$ cat config.mk
export PLATFORM = sky130hd
export DESIGN_NAME = jk_bank_ctrl_flat
export DESIGN_NICKNAME = d
export VERILOG_FILES = /design/src/rtl/jk_bank_ctrl_if.sv /design/src/rtl/jk_bank_ctrl.sv /design/src/flat_wrapper.sv
export SDC_FILE = /design/constraint.sdc
export NUM_CORES = 1
export LEC_CHECK = 0
export CELL_PAD_IN_SITES_DETAIL_PLACEMENT = 1
export CELL_PAD_IN_SITES_GLOBAL_PLACEMENT = 1
export CORE_UTILIZATION = 33
export DETAILED_ROUTE_END_ITERATION = 8
export GPL_ROUTABILITY_DRIVEN = 0
export PLACE_DENSITY = 0.76
export SYNTH_ARGS = -nofsm -noshare
export SYNTH_HDL_FRONTEND = slang
export SYNTH_SLANG_ARGS = --single-unit
$ cat constraint.sdc
create_clock -name clk -period 1.5 [get_ports clk]
set_input_delay 0.3 -clock clk [delete_from_list [all_inputs] [get_ports clk]]
set_output_delay 0.3 -clock clk [all_outputs]
set_load 0.01 [all_outputs]
$ cat src/rtl/jk_bank_ctrl_if.sv
// Command channel into jk_bank_ctrl: a valid/ready handshake carrying the
// operation code, the bit mask and the load data.
interface jk_bank_ctrl_if #(
  parameter int N = 8
);
  logic         cmd_valid;
  logic         cmd_ready;
  logic [1:0]   cmd_op;
  logic [N-1:0] cmd_mask;
  logic [N-1:0] cmd_data;

  modport master (
    output cmd_valid,
    output cmd_op,
    output cmd_mask,
    output cmd_data,
    input  cmd_ready
  );

  modport slave (
    input  cmd_valid,
    input  cmd_op,
    input  cmd_mask,
    input  cmd_data,
    output cmd_ready
  );
endinterface

$ cat src/rtl/jk_bank_ctrl.sv
// Command sequencer for a bank of JK flip-flops: drives J/K for one clock per
// command, then reads Q back and flags a mismatch against the expected value.
module jk_bank_ctrl #(
  parameter int N     = 8,
  parameter int ERR_W = 8
) (
  input  logic             clk,
  input  logic             rst,
  jk_bank_ctrl_if.slave    cmd,
  output logic [N-1:0]     j,
  output logic [N-1:0]     k,
  input  logic [N-1:0]     q,
  output logic             done,
  output logic             err,
  output logic [ERR_W-1:0] err_cnt
);

  typedef enum logic [1:0] {
    IDLE  = 2'd0,
    DRIVE = 2'd1,
    CHECK = 2'd2
  } state_t;

  localparam logic [1:0] OP_SET  = 2'b00;
  localparam logic [1:0] OP_CLR  = 2'b01;
  localparam logic [1:0] OP_TGL  = 2'b10;
  localparam logic [1:0] OP_LOAD = 2'b11;

  state_t             state;
  state_t             state_nxt;
  logic [N-1:0]       exp_val;
  logic [N-1:0]       exp_nxt;
  logic [N-1:0]       j_nxt;
  logic [N-1:0]       k_nxt;
  logic               done_nxt;
  logic               err_nxt;
  logic [ERR_W-1:0]   err_cnt_nxt;
  logic               accept;

  function automatic logic [N-1:0] j_of(input logic [1:0] op,
                                        input logic [N-1:0] mask,
                                        input logic [N-1:0] data);
    logic [N-1:0] r;
    case (op)
      OP_SET:  r = mask;
      OP_CLR:  r = '0;
      OP_TGL:  r = mask;
      default: r = data & mask;
    endcase
    return r;
  endfunction

  function automatic logic [N-1:0] k_of(input logic [1:0] op,
                                        input logic [N-1:0] mask,
                                        input logic [N-1:0] data);
    logic [N-1:0] r;
    case (op)
      OP_SET:  r = '0;
      OP_CLR:  r = mask;
      OP_TGL:  r = mask;
      default: r = ~data & mask;
    endcase
    return r;
  endfunction

  // Value the bank must hold after the single J/K sampling edge.
  function automatic logic [N-1:0] exp_of(input logic [1:0] op,
                                          input logic [N-1:0] cur,
                                          input logic [N-1:0] mask,
                                          input logic [N-1:0] data);
    logic [N-1:0] r;
    case (op)
      OP_SET:  r = cur | mask;
      OP_CLR:  r = cur & ~mask;
      OP_TGL:  r = cur ^ mask;
      default: r = (cur & ~mask) | (data & mask);
    endcase
    return r;
  endfunction

  function automatic logic [ERR_W-1:0] sat_inc(input logic [ERR_W-1:0] v);
    logic [ERR_W-1:0] r;
    if (&v) r = v;
    else    r = v + ERR_W'(1);
    return r;
  endfunction

  // Ready is decoded from the state register alone, never from cmd_valid.
  assign cmd.cmd_ready = (state == IDLE);
  assign accept        = cmd.cmd_valid && (state == IDLE);

  always_ff @(posedge clk or posedge rst) begin
    if (rst) state <= IDLE;
    else     state <= state_nxt;
  end

  always_comb begin
    state_nxt   = state;
    j_nxt       = '0;
    k_nxt       = '0;
    exp_nxt     = exp_val;
    done_nxt    = 1'b0;
    err_nxt     = 1'b0;
    err_cnt_nxt = err_cnt;
    case (state)
      IDLE: begin
        if (accept) begin
          state_nxt = DRIVE;
          j_nxt     = j_of(cmd.cmd_op, cmd.cmd_mask, cmd.cmd_data);
          k_nxt     = k_of(cmd.cmd_op, cmd.cmd_mask, cmd.cmd_data);
          exp_nxt   = exp_of(cmd.cmd_op, q, cmd.cmd_mask, cmd.cmd_data);
        end
      end
      DRIVE: begin
        state_nxt = CHECK;
      end
      CHECK: begin
        state_nxt = IDLE;
        done_nxt  = 1'b1;
        if (q != exp_val) begin
          err_nxt     = 1'b1;
          err_cnt_nxt = sat_inc(err_cnt);
        end
      end
      default: state_nxt = IDLE;
    endcase
  end

  // J/K live only in DRIVE; reset drops them at once so an aborted command
  // cannot present a second sampling edge to the bank.
  always_ff @(posedge clk or posedge rst) begin
    if (rst) begin
      j       <= '0;
      k       <= '0;
      exp_val <= '0;
      done    <= 1'b0;
      err     <= 1'b0;
      err_cnt <= '0;
    end else begin
      j       <= j_nxt;
      k       <= k_nxt;
      exp_val <= exp_nxt;
      done    <= done_nxt;
      err     <= err_nxt;
      err_cnt <= err_cnt_nxt;
    end
  end

endmodule
$ cat src/flat_wrapper.sv
// flat-port wrapper written by rule: the top's interface ports become plain ports
module jk_bank_ctrl_flat 
#(
  parameter int N     = 8,
  parameter int ERR_W = 8
)
  (clk, rst, j, k, q, done, err, err_cnt, cmd_cmd_valid, cmd_cmd_op, cmd_cmd_mask, cmd_cmd_data, cmd_cmd_ready);
  jk_bank_ctrl_if #(.N(N)) cmd_i ();
  input  logic clk;
  input  logic rst;
  output logic [N-1:0] j;
  output logic [N-1:0] k;
  input  logic [N-1:0] q;
  output logic done;
  output logic err;
  output logic [ERR_W-1:0] err_cnt;
  input wire logic [$bits(cmd_i.cmd_valid)-1:0] cmd_cmd_valid;
  input wire logic [$bits(cmd_i.cmd_op)-1:0] cmd_cmd_op;
  input wire logic [$bits(cmd_i.cmd_mask)-1:0] cmd_cmd_mask;
  input wire logic [$bits(cmd_i.cmd_data)-1:0] cmd_cmd_data;
  output wire logic [$bits(cmd_i.cmd_ready)-1:0] cmd_cmd_ready;
  assign cmd_i.cmd_valid = cmd_cmd_valid;
  assign cmd_i.cmd_op = cmd_cmd_op;
  assign cmd_i.cmd_mask = cmd_cmd_mask;
  assign cmd_i.cmd_data = cmd_cmd_data;
  assign cmd_cmd_ready = cmd_i.cmd_ready;
  jk_bank_ctrl #(.N(N), .ERR_W(ERR_W)) u_core (.clk(clk), .rst(rst), .cmd(cmd_i), .j(j), .k(k), .q(q), .done(done), .err(err), .err_cnt(err_cnt));
endmodule
**Yosys cells after proc, flatten, opt, wreduce, memory -nomap -nowiden**

Index checks and enable logic that the tools add are counted.

- Register bits: 36
- Word-level logic and storage cells: 43

- Add/sub/neg operators: 1
- Eq/ne operators: 6
- Mux-type cells: 12
- Bitwise gates (word level): 9
- Reduce and logical (&&, ||, !) cells: 8

Operator list:

| kind | count |
|---|---|
| 2-to-1 mux 8 bit | 4 |
| one-hot mux 8 bit (2 select lines) | 2 |
| AND 8 bit | 3 |
| one-hot mux 8 bit (3 select lines) | 1 |
| NOT 8 bit | 2 |
| OR 8 bit | 2 |
| adder 8 x 1 -> 8 bit (second input constant) | 1 |
| != test 8 bit | 1 |
| AND reduction 8 bit | 1 |
| XOR 8 bit | 1 |
| == test 2 x 1 -> 1 bit (second input constant) | 2 |
| == test 2 bit (second input constant) | 2 |
| logical NOT 2 bit | 2 |
| one-hot mux 2 bit (2 select lines) | 1 |
| OR reduction 2 bit | 2 |
| 2-to-1 mux 1 bit | 3 |
| AND reduction 3 bit | 1 |
| 2-to-1 mux 2 bit | 1 |
| != test 2 x 1 -> 1 bit (second input constant) | 1 |
| AND reduction 2 bit | 1 |
| logical AND 1 bit | 1 |
| NOT 1 bit | 1 |

**Longest topological paths before layout**

- Depth in word-level cells: 5
- Depth in mapped cells: 7
- Gate-level depth less buffers: 7

**Worst setup path before layout**

OpenSTA, ideal clock, no wires.

- Path type: reg2reg
- Start: reg u_core.err_cnt[0]
- End: reg u_core.err_cnt[1]
- Data arrival time: 1.463 ns
- Setup slack: -0.088 ns
- Cell stages (with the launch flop): 7
- Path buffers: 0
- Clock period less this slack: 1.588 ns
- Cell sequence: dfrtp_1 -> ha_1 -> and3_1 -> nand3_1 -> nand2_1 -> nor2_2 -> mux2_4

- Word-level cells in the longest chain between the ends: 3
- Elaborated cells on any way between the ends: 4

RTL lines:

| what | line | text |
|---|---|---|
| start, declared | jk_bank_ctrl.sv:15 | `output logic [ERR_W-1:0] err_cnt` |
| start signal, assigned | jk_bank_ctrl.sv:145 | `err_cnt <= err_cnt_nxt;` |
| branches (longest 3 deep; another with adder 8 x 1 -> 8 bit) | - |  |

Several ways; the timed one is not identified.
A chain may end at the register's enable or synchronous reset.

**Worst setup path after layout**

- Start: reg u_core.err_cnt[1]
- End: reg u_core.err_cnt[1]

Same word-level chain as after synthesis.

==> impl_metrics.json <==
{
  "outcome": "complete, but fails checks",
  "violations": "setup timing",
  "p_sw_mw": 1.14,
  "cts_tree": "yes",
  "critPathCaptureType": "register",
  "ys_seq_area_share_pct": 43.1,
  "drive_above_1_share_pct": 22.0,
  "rr_endpoint": "u_core.err_cnt[1]$_DFFE_PP0P_",
  "clockRootBuffer": "clkbuf_8",
  "p_comb_share_pct": 39.4,
  "ir_worst_vdd_mv": 0.615,
  "h-tree-depth": 2,
  "slew-limit-headroom_pct": 68.8,
  "rsz0062_at_grt": "true",
  "routed_wirelength_um": 5880,
  "fin_util_pct": 53.0,
  "crit_end": "u_core.err_cnt[1]$_DFFE_PP0P_",
  "synth_cells": 224,
  "grt_pass1_wl_um": 9470,
  "cp.arrival_ns": 1.71,
  "finalHoldViolations": 0,
  "slew_viol_final": 0,
  "syn_area_sq_um": 2090,
  "grt_pass1_vias": 2011,
  "hpwlAfterDp_um": 4420,
  "r2r_cells": 6,
  "pwr-share-clk_pct": 21.3,
  "io_buffers": 55,
  "viasPerCell": 5.05,
  "holdPathStages": 3,
  "core_area_sq_um": 6030,
  "fmax_mhz": 655,
  "cp-startpoint": "u_core.err_cnt[1]$_DFFE_PP0P_",
  "clkSinkCount": 36,
  "powerDensity_nw_per_um2": 1050,
  "avgSynthCellArea_sq_um": 9.33,
  "grt_max_degree": 37,
  "hold_ws_ns": 0.335,
  "power.internal_mw": 2.19,
  "swShare_pct": 34.3,
  "diodes": 0,
  "antenna_found_initial": 0,
  "rows": 28,
  "synth-edff-count": 0,
  "synth_async_sr_flop_share_pct": 100,
  "routedWlPerCell_um": 15.2,
  "period_share_pct": 102,
  "die-area_sq_um": 6650,
  "hold_path.class": "in -> reg",
  "cts_hold_buf": 0,
  "setup_tns_ns": -0.0510,
  "overflow": 0,
  "num-nets-final": 362,
  "num_io_pins": 56,
  "p_total_mw": 3.34,
  "syn_to_final_growth_pct": 52.8,
  "syn-num-nets": 274,
  "start_util_pct": 34.7,
  "crit_fanout": 5,
  "yosys_warnings": 0,
  "p_seq_share_pct": 39.3,
  "r2r_slack_ns": -0.03,
  "die_h_um": 81.6,
  "setup_slack_ns": -0.0257,
  "crit_type": "reg -> reg",
  "setup_viol": 2,
  "place_ws_ns": -0.498,
  "fin_crit_ns": 1.53,
  "track_usage_pct": 19.1,
  "synth_cell_types": 30,
  "drc": 0,
  "vias": 1958,
  "rr_startpoint": "u_core.err_cnt[1]$_DFFE_PP0P_",
  "cp.required_ns": 1.69,
  "cts_buffer_depth": 2,
  "skew_ns": 0.00369,
  "ys_ff_latch": 36,
  "postRouteAntennaNets": 0,
  "dieWidth_um": 81.6,
  "drv_cap": 0,
  "synth_top_flop_cell": "dfrtp_1",
  "p_leak_nw": 1.61,
  "drtIter0Drc": 107,
  "critPathLaunchType": "register",
  "cts_buffers": 5,
  "worstMarginPinSlew_ns": 0.466,
  "clock_latency_ns": 0.29,
  "fillCellCount": 704,
  "drt-pass1-iter-count": 5,
  "clk_pin_slew_ns": 0.08
}
## critical path, stage by stage, from the launching register on
cell     delay (ns)
dfrtp_2        0.43
ha_4           0.17
and3_4         0.18
nand3_2        0.07
nand2_2        0.12
nor2_4         0.14
mux2_4         0.30
## power by group through the flow
stage | logic, mW | registers (mW) | clock network [mW]
after floorplan | 0.511 | 1.41 | 0
after global placement | 1.18 | 1.35 | 0
after detailed placement | 1.23 | 1.38 | 0
after CTS | 1.31 | 1.31 | 0.724
after global routing | 1.45 | 1.34 | 0.762
final | 1.32 | 1.31 | 0.709
## routing by layer
layer	global-route usage, %	vias to the layer above	part of all wire, %
li1	-	941	-
met1	22.2	967	42
met2	34.2	42	53
met3	3.56	8	3.1
met4	7.72	0	1.8
met5	0	-	0
## synthesized netlist by cell type, types with 2 or more instances
| library cell | number | area (sq um) |
|---|---|---|
| dfrtp_1 | 36 | 901 |
| nand2_1 | 31 | 116 |
| o21ai_0 | 31 | 155 |
| inv_1 | 30 | 113 |
| ha_1 | 21 | 263 |
| a222oi_1 | 8 | 80.1 |
| xnor2_1 | 8 | 70.1 |
| clkbuf_1 | 7 | 26.3 |
| nor2_1 | 7 | 26.3 |
| and3_1 | 6 | 37.5 |
| nand3_1 | 5 | 25.0 |
| xor2_1 | 5 | 43.8 |
| a2111oi_0 | 4 | 35.0 |
| nor3_1 | 4 | 20.0 |
| a211oi_1 | 3 | 22.5 |
| nand2b_1 | 3 | 18.8 |
| mux2_4 | 2 | 30.0 |
## worst min path at each step
stage                                start                            end  slack [ns]
2_1_floorplan              cmd_cmd_data[1]          u_core.k[1]$_DFF_PP0_        0.41
3_3_place_gp   u_core.state[1]$_DFFE_PP0P_    u_core.state[1]$_DFFE_PP0P_        0.44
3_5_place_dp   u_core.state[1]$_DFFE_PP0P_    u_core.state[1]$_DFFE_PP0P_        0.45
4_1_cts                                rst  u_core.err_cnt[5]$_DFFE_PP0P_        0.36
5_1_grt                    cmd_cmd_mask[4]          u_core.k[4]$_DFF_PP0_        0.35
6_report                   cmd_cmd_mask[3]          u_core.j[3]$_DFF_PP0_        0.34
## area by class of cell
| class | instances | area (sq um) | area share, % |
|---|---|---|---|
| inverter | 30 | 113 | 3.53 |
| sequential | 36 | 905 | 28.3 |
| tap | 75 | 93.8 | 2.94 |
| multi-input combinational | 150 | 1150 | 35.9 |
| timing repair buffer | 89 | 846 | 26.5 |
| clock buffer | 5 | 68.8 | 2.16 |
| clock inverter | 3 | 18.8 | 0.588 |
## cell usage in the layout, fill, tap and decap left out, types with 3 or more instances in the layout
master,instances
buf_12,3
nor2_1,7
clkdlybuf4s50_1,26
nor3_1,3
a222oi_1,8
nand3_1,4
nand2_1,30
buf_4,28
ha_1,16
dfrtp_1,33
nand2b_1,3
inv_2,4
dfrtp_2,3
xor2_1,5
a211oi_1,3
o21ai_0,27
inv_1,26
xnor2_2,3
clkbuf_8,5
dlymetal6s2s_1,7
ha_4,4
a2111oi_0,4
o21ai_1,4
dlygate4sd2_1,21
xnor2_1,5
buf_6,3
and3_1,5
## sequential cells by signal (all words and copies together), names as in the netlist
signal          cells
u_core.done         1
u_core.err          1
u_core.err_cnt      8
u_core.exp_val      8
u_core.j            8
u_core.k            8
u_core.state        2
## through the flow
stage	std cells	instance area, sq um
global route	388	3190
floorplan	224	2120
global placement	374	2980
detailed placement	374	2980
finish	388	3190
CTS	388	3150
## timing repair
| action | in CTS | in global routing |
|---|---|---|
| pin swaps | 12 | 6 |
| buffers inserted | 6 | 0 |
| resized for setup | 37 | 17 |
| endpoints found under the setup margin | 40 | 17 |
## logic make-up (layout without fill, tap and decap cells)
kind of cell / count (synthesis) / count (layout) / synth area share, %
xor+xnor: 13 / 13 / 5.45
buf+inv: 38 / 127 / 6.89
fa+ha+maj: 21 / 21 / 12.6
compound gates: 48 / 48 / 14.8
simple gates: 66 / 66 / 15.7
mux: 2 / 2 / 1.44
flops: 36 / 36 / 43.1
Power figures use the tool's default switching activity.
